--- config.mk ---
export PLATFORM = sky130hd
export DESIGN_NAME = uc_ctrl
export DESIGN_NICKNAME = d
export VERILOG_FILES = /design/src/rtl/uc_ctrl.sv
export SDC_FILE = /design/constraint.sdc
export NUM_CORES = 1
export LEC_CHECK = 0
export ABC_AREA = 1
export BUFFER_PORTS_ARGS = -buffer_cell sky130_fd_sc_hd__buf_2
export CORE_ASPECT_RATIO = 1.1
export CORE_UTILIZATION = 45
export CTS_CLUSTER_SIZE = 20
export DETAILED_ROUTE_END_ITERATION = 8
export GPL_TIMING_DRIVEN = 0
export PLACE_DENSITY = 0.71
export SYNTH_ARGS = -nofsm -noshare
export SYNTH_HDL_FRONTEND = slang
export SYNTH_SLANG_ARGS = --single-unit
--- constraint.sdc ---
create_clock -name clk -period 1.5 [get_ports clk]
set_input_delay 0.225 -clock clk [delete_from_list [all_inputs] [get_ports clk]]
set_output_delay 0.225 -clock clk [all_outputs]
set_load 0.02 [all_outputs]
--- src/rtl/uc_ctrl.sv ---
// Purpose: control unit for the 8-bit single-cycle microcontroller; decodes Opcode into datapath controls and tracks HALT/TRAP state plus debug counters.
// Latency: control outputs are combinational from state, Opcode and zero; state, illegal flag and counters update on the rising clk edge.
// Backpressure: none; the only stall is HALTED, which holds the PC until run is seen.
module uc_ctrl #(
  parameter int unsigned CNT_W        = 16,
  parameter logic [2:0]  ALUOP_LI     = 3'b001,
  parameter bit          TRAP_ILLEGAL = 1'b1
) (
  input  logic             clk,
  input  logic             reset,
  input  logic [5:0]       Opcode,
  input  logic             zero,
  input  logic             run,
  output logic             s_inc,
  output logic             s_inm,
  output logic             we,
  output logic             wez,
  output logic [2:0]       ALUOp,
  output logic             halted,
  output logic             illegal,
  output logic [CNT_W-1:0] icount,
  output logic [CNT_W-1:0] jcount
);

  typedef enum logic [1:0] {
    ST_RUN    = 2'd0,
    ST_HALTED = 2'd1,
    ST_TRAP   = 2'd2
  } state_t;

  localparam logic [CNT_W-1:0] CNT_ONE = {{(CNT_W-1){1'b0}}, 1'b1};

  state_t           r_state;
  state_t           w_state_nxt;
  logic             r_illegal;
  logic [CNT_W-1:0] r_icount;
  logic [CNT_W-1:0] r_jcount;

  // Opcode class decode
  logic w_is_alu;
  logic w_is_li;
  logic w_is_nop;
  logic w_is_ctl;
  logic w_is_illegal;

  assign w_is_alu     = Opcode[5];
  assign w_is_li      = (Opcode[5:2] == 4'b0100);
  assign w_is_nop     = (Opcode[5:2] == 4'b0001);
  assign w_is_ctl     = (Opcode[5:2] == 4'b0000);
  assign w_is_illegal = ~(w_is_alu | w_is_li | w_is_nop | w_is_ctl);

  // Ungated control values and bookkeeping strobes; reset masking happens at the ports
  logic       w_s_inc;
  logic       w_s_inm;
  logic       w_we;
  logic       w_wez;
  logic [2:0] w_aluop;
  logic       w_retire;
  logic       w_jump_taken;
  logic       w_set_illegal;

  // State register: async reset always lands in RUN
  always_ff @(posedge clk or negedge reset) begin
    if (!reset) begin
      r_state <= ST_RUN;
    end else begin
      r_state <= w_state_nxt;
    end
  end

  // Next-state and decode: RUN decodes Opcode, HALTED waits for run, TRAP flows NOPs
  always_comb begin
    w_state_nxt   = r_state;
    w_s_inc       = 1'b1;
    w_s_inm       = 1'b0;
    w_we          = 1'b0;
    w_wez         = 1'b0;
    w_aluop       = 3'b000;
    w_retire      = 1'b0;
    w_jump_taken  = 1'b0;
    w_set_illegal = 1'b0;
    case (r_state)
      ST_RUN: begin
        w_retire = ~w_is_illegal;
        if (w_is_alu) begin
          w_aluop = Opcode[4:2];
          w_we    = 1'b1;
          w_wez   = 1'b1;
        end else if (w_is_li) begin
          w_s_inm = 1'b1;
          w_aluop = ALUOP_LI;
          w_we    = 1'b1;
        end else if (w_is_nop) begin
          w_s_inc = 1'b1;
        end else if (w_is_ctl) begin
          case (Opcode[1:0])
            2'b00: begin
              w_s_inc      = 1'b0;
              w_jump_taken = 1'b1;
            end
            2'b01: begin
              w_s_inc      = ~zero;
              w_jump_taken = zero;
            end
            2'b10: begin
              w_s_inc      = zero;
              w_jump_taken = ~zero;
            end
            default: begin
              // HALT: target is its own address, so PC self-loops while halted
              w_s_inc     = 1'b0;
              w_state_nxt = ST_HALTED;
            end
          endcase
        end else begin
          // Illegal opcode behaves as a NOP this cycle
          w_set_illegal = 1'b1;
          if (TRAP_ILLEGAL) begin
            w_state_nxt = ST_TRAP;
          end
        end
      end
      ST_HALTED: begin
        // Resume steps the PC past the HALT in the same cycle
        w_s_inc = run;
        if (run) begin
          w_state_nxt = ST_RUN;
        end
      end
      ST_TRAP: begin
        w_s_inc = 1'b1;
      end
      default: begin
        w_state_nxt = ST_RUN;
      end
    endcase
  end

  // Sticky illegal-opcode flag, cleared only by reset
  always_ff @(posedge clk or negedge reset) begin
    if (!reset) begin
      r_illegal <= 1'b0;
    end else if (w_set_illegal) begin
      r_illegal <= 1'b1;
    end
  end

  // Saturating retired-instruction counter
  always_ff @(posedge clk or negedge reset) begin
    if (!reset) begin
      r_icount <= '0;
    end else if (w_retire && (r_icount != '1)) begin
      r_icount <= r_icount + CNT_ONE;
    end
  end

  // Saturating taken-jump counter (HALT excluded)
  always_ff @(posedge clk or negedge reset) begin
    if (!reset) begin
      r_jcount <= '0;
    end else if (w_jump_taken && (r_jcount != '1)) begin
      r_jcount <= r_jcount + CNT_ONE;
    end
  end

  // While reset is held the datapath sees a harmless PC+1 with no writes
  assign s_inc   = w_s_inc | ~reset;
  assign s_inm   = w_s_inm & reset;
  assign we      = w_we & reset;
  assign wez     = w_wez & reset;
  assign ALUOp   = reset ? w_aluop : 3'b000;

  assign halted  = (r_state == ST_HALTED);
  assign illegal = r_illegal;
  assign icount  = r_icount;
  assign jcount  = r_jcount;

endmodule

==> results of run 1 <==
sequential cells by signal, summed over array words and instances (netlist names):
register	cells
r_state	2
icount	16
illegal	1
jcount	16
area by class of cell:
cell class	instances	area (sq um)
clock buffer	6	72.6
fill	466	1830
buffer	5	65.1
clock inverter	2	60.1
timing repair buffer	76	500
inverter	34	130
sequential	35	901
tap	58	72.6
multi-input combinational	278	1440
cells by family (layout without fill, tap and decap cells):
family,count (synthesis),count (layout),share of synthesized area (%)
buffers and inverters,39,123,7.61
XOR/XNOR,14,14,5.14
AO/OA/AOI/OAI,29,29,6.45
AND/OR/NAND/NOR,233,233,43.0
adder cells (fa/ha/maj),2,2,1.05
flip-flops,35,35,36.7
worst min-delay path by stage:
stage | start | end | slack [ps] | depth (start not counted)
6_report | reset | icount[5] | -180 | 1
5_1_grt | reset | icount[2] | -160 | 1
4_1_cts | reset | icount[3] | -90 | 1
3_5_place_dp | reset | icount[3] | 380 | 1
3_3_place_gp | reset | icount[3] | 370 | 1
2_1_floorplan | reset | icount[0] | -70 | 0
power breakdown:
| part | switching, mW | total [mW] | internal, mW |
|---|---|---|---|
| Sequential | 0 | 0.943 | 0.943 |
| Clock | 0.352 | 1.02 | 0.665 |
| Combinational | 0.0450 | 0.0624 | 0.0174 |
layout by cell type (no fill, tap or decap), drive strengths merged:
| cell | count |
|---|---|
| o22ai | 1 |
| dfrtp | 35 |
| xor2 | 5 |
| xnor2 | 9 |
| o21ai | 23 |
| ha | 2 |
| buf | 81 |
| nand3 | 15 |
| bufinv | 2 |
| a22oi | 1 |
| inv | 34 |
| nor2 | 46 |
| nand2 | 161 |
| clkbuf | 6 |
| a21oi | 2 |
| nand4 | 10 |
| o21bai | 2 |
| nor3 | 1 |
Yosys cell counts:
master	number	area share, %
clkbuf_1	1	0.16
nor2_4	6	2.8
inv_2	2	0.31
inv_1	32	5.0
o22ai_1	1	0.26
buf_12	1	0.84
xor2_1	5	1.8
buf_6	2	0.94
nand2_1	151	24
o21ai_0	22	4.6
nand2_2	8	2.1
a21oi_1	2	0.42
nand3_1	14	2.9
nor2_1	37	5.8
nor2_8	1	0.84
nor2_2	2	0.52
o21ai_1	1	0.21
nand2_4	2	0.94
a22oi_1	1	0.31
buf_4	1	0.31
nor3_1	1	0.21
xnor2_1	9	3.3
o21bai_1	2	0.63
dfrtp_1	35	37
ha_1	2	1.0
nand3_2	1	0.42
nand4_1	10	2.6
per-layer routing:
layer | global-route usage [%] | up-vias | part of all wire [%]
met5 | 0 | - | 0
met4 | 7.20 | 0 | 1.2
met3 | 3.85 | 8 | 3.3
met2 | 40.3 | 53 | 53
met1 | 24.3 | 1148 | 42
li1 | - | 1262 | -
worst register-to-register path, cell delays in order, from the launching register on:
cell and delay [ps]:
dfrtp_2 420, nand2_1 100, nor2_2 170, nand2_1 110, nor2_4 200, nor2_4 60
buf_6 140, nand2_1 60, nand2_1 60
stage by stage:
stage	power [mW]	TNS, ps	setup WS [ps]
finish	2.02	-482	-110
global route	2.09	-1220	-195
detailed placement	1.02	-3600	-496
CTS	2.05	-514	-121
floorplan	0.983	-98.9	-35.5
global placement	1.02	-3010	-453
timing repair:
action | 4_1_cts | 5_1_grt
pin swaps | 5 | 11
setup endpoints to repair | 30 | 36
hold endpoints to repair | 35 | 35
setup buffers | 11 | 16
resized for setup | 15 | 43
==> run_results.csv, run 1 <==
group,metric,value,unit
status,status,"finished, violations left",
status,failed_checks,"DRC, hold timing, setup timing",
logic_synthesis,ys_warn_count,0,
setup_path,required,1270,ps
die,die_h,78.4,um
logic_synthesis,syn_nets,364,
setup_path,r2r_slack,60,ps
logic_synthesis,synthCells,352,
finish,n_antenna_cell,0,
worst_hold_path,hold_path_class,"in2async",
global_route,grt_usage,21.5,%
finish,layout.nets,447,
logic_synthesis,avgSynthCellArea,6.77,sq um
route,detail-route-antenna-nets,0,
sta,slew_violations,0,
finish,area_growth,35.7,%
sta,setup_slack,-110,ps
die,die_area,5590,sq um
placed_design,gp_congestion,0.837,
finish,drive_gt1_share,34.4,%
global_route,grt_max_degree,39,
sta,max_freq,0.621,GHz
pwr,ir_worst_vdd,0.000463,V
setup_path,worst_setup_path_end_kind,"output pin",
clocking,clk_pin_slew,70,ps
setup_path,crit_buf_inv,3,
setup_path,path_depth,6,
route,viasPerCell,5.00,
logic_synthesis,ys_ff_latch,35,
setup_path,cp.arrival,1390,ps
clocking,cts_sinks,35,
pwr,powerDensity,625,nW/um^2
placed_design,placed_area,2770,sq um
job,maxCapViolations,0,
route,drt_wl_total,5.89,mm
sta,period_needed,1610,ps
sta,skew,5.95,ps
route,drt-initial-drc-count,133,
setup_path,startpoint_type,"flip-flop",
setup_path,slowest_delay,410,ps
clocking,cts_buffers,5,
logic_synthesis,synth_cell_types,27,
clocking,cts_tree,"built",
pwr,power.leakage,1.68,nW
route,dr.pass1.iters,6,
route,vias,2471,
die,coreArea,5070,sq um
setup_path,r2r_cells,8,
finish,final_cells,494,
setup_path,r2r-start,"icount[10]",
sta,rsz0062_at_grt,"yes",
die,fp.dieW,71.4,um
sta,whs,-178,ps
route,wl_per_cell,11.9,um
placed_design,dp_hpwl,4.07,mm
clocking,htreeDepth,2,
setup_path,crit_start,"r_state[0]",
sta,period_share,107,%
setup_path,r2r_end,"icount[5]",
logic_synthesis,seq_area_frac_synth,36.7,%
setup_path,cp_common_cell,"inv_2",
setup_path,crit_end,"ALUOp[0]",
clocking,clkLatencyLatePin,290,ps
setup_path,path_class,"reg2out",
sta,hold_viol,35,
global_route,antenna_found_initial,0,
die,num_io_pins,51,
global_route,grt_first_pass_wirelength,9.63,mm
logic_synthesis,syn_area,2380,sq um
global_route,grt_pass1_vias,2251,
clocking,cts_buffer_depth,2,
placed_design,port_buffers,50,
setup_path,critPathMaxFanout,4,
setup_path,cp_slowest_cell,"dfrtp_1",
die,start_util,47.1,%
sta,slew_headroom,76.3,%
sta,finalSetupViolCount,6,
route,drc,1,
setup_path,cp_top_family,"flip-flops",
clocking,clockRootBuffer,"clkbuf_8",
die,rows,27,
global_route,overflow,0,
sta,worstMarginPinSlew,356,ps
finish,postLayoutCellArea,3240,sq um
setup_path,path_cells,"nor2_4 > inv_2 > nor3_4 > inv_2 > o21ai_4 > buf_6",
finish,final_util,63.9,%
placed_design,dpl.cell_count,460,
(Power assumes the default switching activity.)
==> inputs of run 2 (changes only) <==
==> constraint.sdc (replaced) <==
create_clock -name clk -period 1.5 [get_ports clk]
set_input_delay 0.3 -clock clk [delete_from_list [all_inputs] [get_ports clk]]
set_output_delay 0.3 -clock clk [all_outputs]
set_load 0.02 [all_outputs]
==> run 2 against run 1 <==
  * The run still ends with DRC, hold timing, setup timing left
  * Wire length rose by 2.7%
  * Sequential share of layout area shrank 0.12 points
  * Core utilization stayed put
  * Die area unchanged
  * Sequential power about the same
  * Power fell by 15%
  * Combinational power is 2% lower
  * Clock power shrank 30%
  * Flip-flop and latch count is the same
  * Non-clock buffer count rose by 1
  * First-iteration DRC count decreased by 35%
==> run_results.csv, run 2 (same netlist as run 1, synthesis figures left out) <==
group,metric,value,unit
setup_path,worst_setup_path_end_kind,"output pin",
pwr,seqPwrFrac,54.9,%
setup_path,slowest_delay,400,ps
global_route,grt_pass1_vias,2338,
setup_path,r2r_end,"jcount[6]",
finish,fillers,452,
finish,drive_gt1_share,34.1,%
pwr,power.switching,386,uW
pwr,switching_share,22.5,%
die,coreArea,5070,sq um
finish,area_growth,35.7,%
route,dr.pass1.iters,6,
status,status,"finished, violations left",
placed_design,port_buffers,50,
finish,final_util,63.9,%
sta,hold_viol,35,
route,drc,3,
clocking,clockRootBuffer,"clkbuf_8",
pwr,power.internal,1.33,mW
clocking,clkLatencyLatePin,290,ps
sta,tns,-884,ps
setup_path,critPathMaxFanout,4,
clocking,cts_buffers,5,
placed_design,dp_hpwl,4.16,mm
clocking,htreeDepth,2,
setup_path,cp_common_cell,"inv_2",
placed_design,dpl.cell_count,460,
route,viasPerCell,5.05,
sta,whs,-113,ps
placed_design,placed_area,2780,sq um
route,drt-initial-drc-count,87,
clocking,clk_pin_slew,80,ps
finish,final_cells,495,
pwr,comb_power_share,3.6,%
setup_path,path_cells,"nor2_4 > inv_2 > nor3_4 > inv_2 > o21ai_4 > buf_6",
worst_hold_path,hold_path_class,"in2async",
finish,layout.nets,448,
status,failed_checks,"DRC, hold timing, setup timing",
die,fp.dieW,71.4,um
placed_design,place_ws,-596,ps
job,maxCapViolations,0,
finish,n_antenna_cell,0,
global_route,grt_usage,22.3,%
setup_path,startpoint_type,"flip-flop",
sta,finalSetupViolCount,7,
clocking,cts_buffer_depth,2,
global_route,grt_first_pass_wirelength,9.96,mm
sta,skew,12.1,ps
global_route,antenna_found_initial,0,
pwr,power.leakage,1.67,nW
sta,period_needed,1680,ps
global_route,grt_max_degree,39,
die,start_util,47.1,%
setup_path,r2r_slack,40,ps
die,die_area,5590,sq um
sta,slew_violations,0,
setup_path,required,1200,ps
route,wl_per_cell,12.2,um
sta,worstMarginPinSlew,339,ps
setup_path,r2r_cells,9,
pwr,clkPwrFrac,41.5,%
die,die_h,78.4,um
sta,rsz0062_at_grt,"yes",
setup_path,r2r-start,"jcount[13]",
die,rows,27,
die,num_io_pins,51,
global_route,overflow,0,
setup_path,cp.arrival,1380,ps
clocking,cts_sinks,35,
pwr,powerDensity,530,nW/um^2
pwr,fin_total_pwr,1.72,mW
sta,setup_slack,-180,ps
pwr,ir_worst_vdd,0.000269,V
route,vias,2502,
clocking,cts_tree,"built",
sta,period_share,112,%
finish,layout_commonest_cell,"nand2_1",
placed_design,gp_congestion,0.826,
setup_path,path_class,"reg2out",
finish,final_cell_mix,"nand2_1 (146), buf_2 (45), inv_1 (30), nor2_1 (27), buf_4 (25)",
sta,slew_headroom,77.4,%
route,detail-route-antenna-nets,0,
route,drt_wl_total,6.05,mm
sta,max_freq,0.595,GHz
finish,postLayoutCellArea,3240,sq um
setup_path,cp_slowest_cell,"dfrtp_1",
[run 2: changes by cell type in the layout (fill, tap and decap cells not counted), moves of 2 or more]
cell	change
nor2_4	+5
buf_2	+3
dfrtp_1	+3
dfrtp_2	-3
nor2_2	-3
buf_4	-2
buf_6	-2
bufinv_16	-2
nor2_1	-2
[run 2: layout make-up]
class	count	area (sq um)	share of cell area, %
clock buffer	7	86.3	2.67
clock inverter	1	5.00	0.155
timing repair buffer	77	533	16.5
multi-input combinational	278	1460	45.1
buffer	5	55.1	1.70
inverter	34	128	3.94
tap	58	72.6	2.24
sequential	35	897	27.7
[run 2: critical path, delay by kind of cell, from the launching register on]
kind,cells,cell delay (ps)
buf+inv,3,300
flops,1,400
compound gates,1,130
simple gates,2,260
[run 2: power groups by stage]
| stage | combinational (mW) | clock, mW | sequential, mW |
|---|---|---|---|
| final | 0.0610 | 0.712 | 0.943 |
| after global routing | 0.0713 | 0.762 | 0.942 |
| after CTS | 0.0634 | 0.731 | 0.943 |
| after detailed placement | 0.0612 | 0 | 0.961 |
| after global placement | 0.0600 | 0 | 0.961 |
| after floorplan | 0.0218 | 0 | 0.962 |
[run 2: how the worst max path moves through the flow]
stage               cells after the start  endpoint        from  slack (ps)
floorplan                               5  ALUOp[0]  r_state[1]         -60
global placement                        6  ALUOp[0]       reset        -560
detailed placement                      6  ALUOp[0]       reset        -600
CTS                                     6  ALUOp[0]  r_state[1]        -210
global route                            6  ALUOp[0]  r_state[1]        -270
finish                                  6  ALUOp[0]  r_state[0]        -180
[run 2: what timing repair did]
action                                  CTS  global route
buffers inserted                         14            12
gates cloned                              0             1
pin swaps                                 7            13
gates resized for setup                  15            35
hold endpoints to repair                 35            35
endpoints found under the setup margin   31            38
[run 2: metal layers]
layer	up-vias	wire (um)	part of all wire, %	global-route usage [%]
met1	1159	2530	42	25.5
met4	0	130	2.1	7.80
li1	1258	-	-	-
met3	15	275	4.5	3.85
met5	-	0	0	0
met2	70	3110	51	41.0
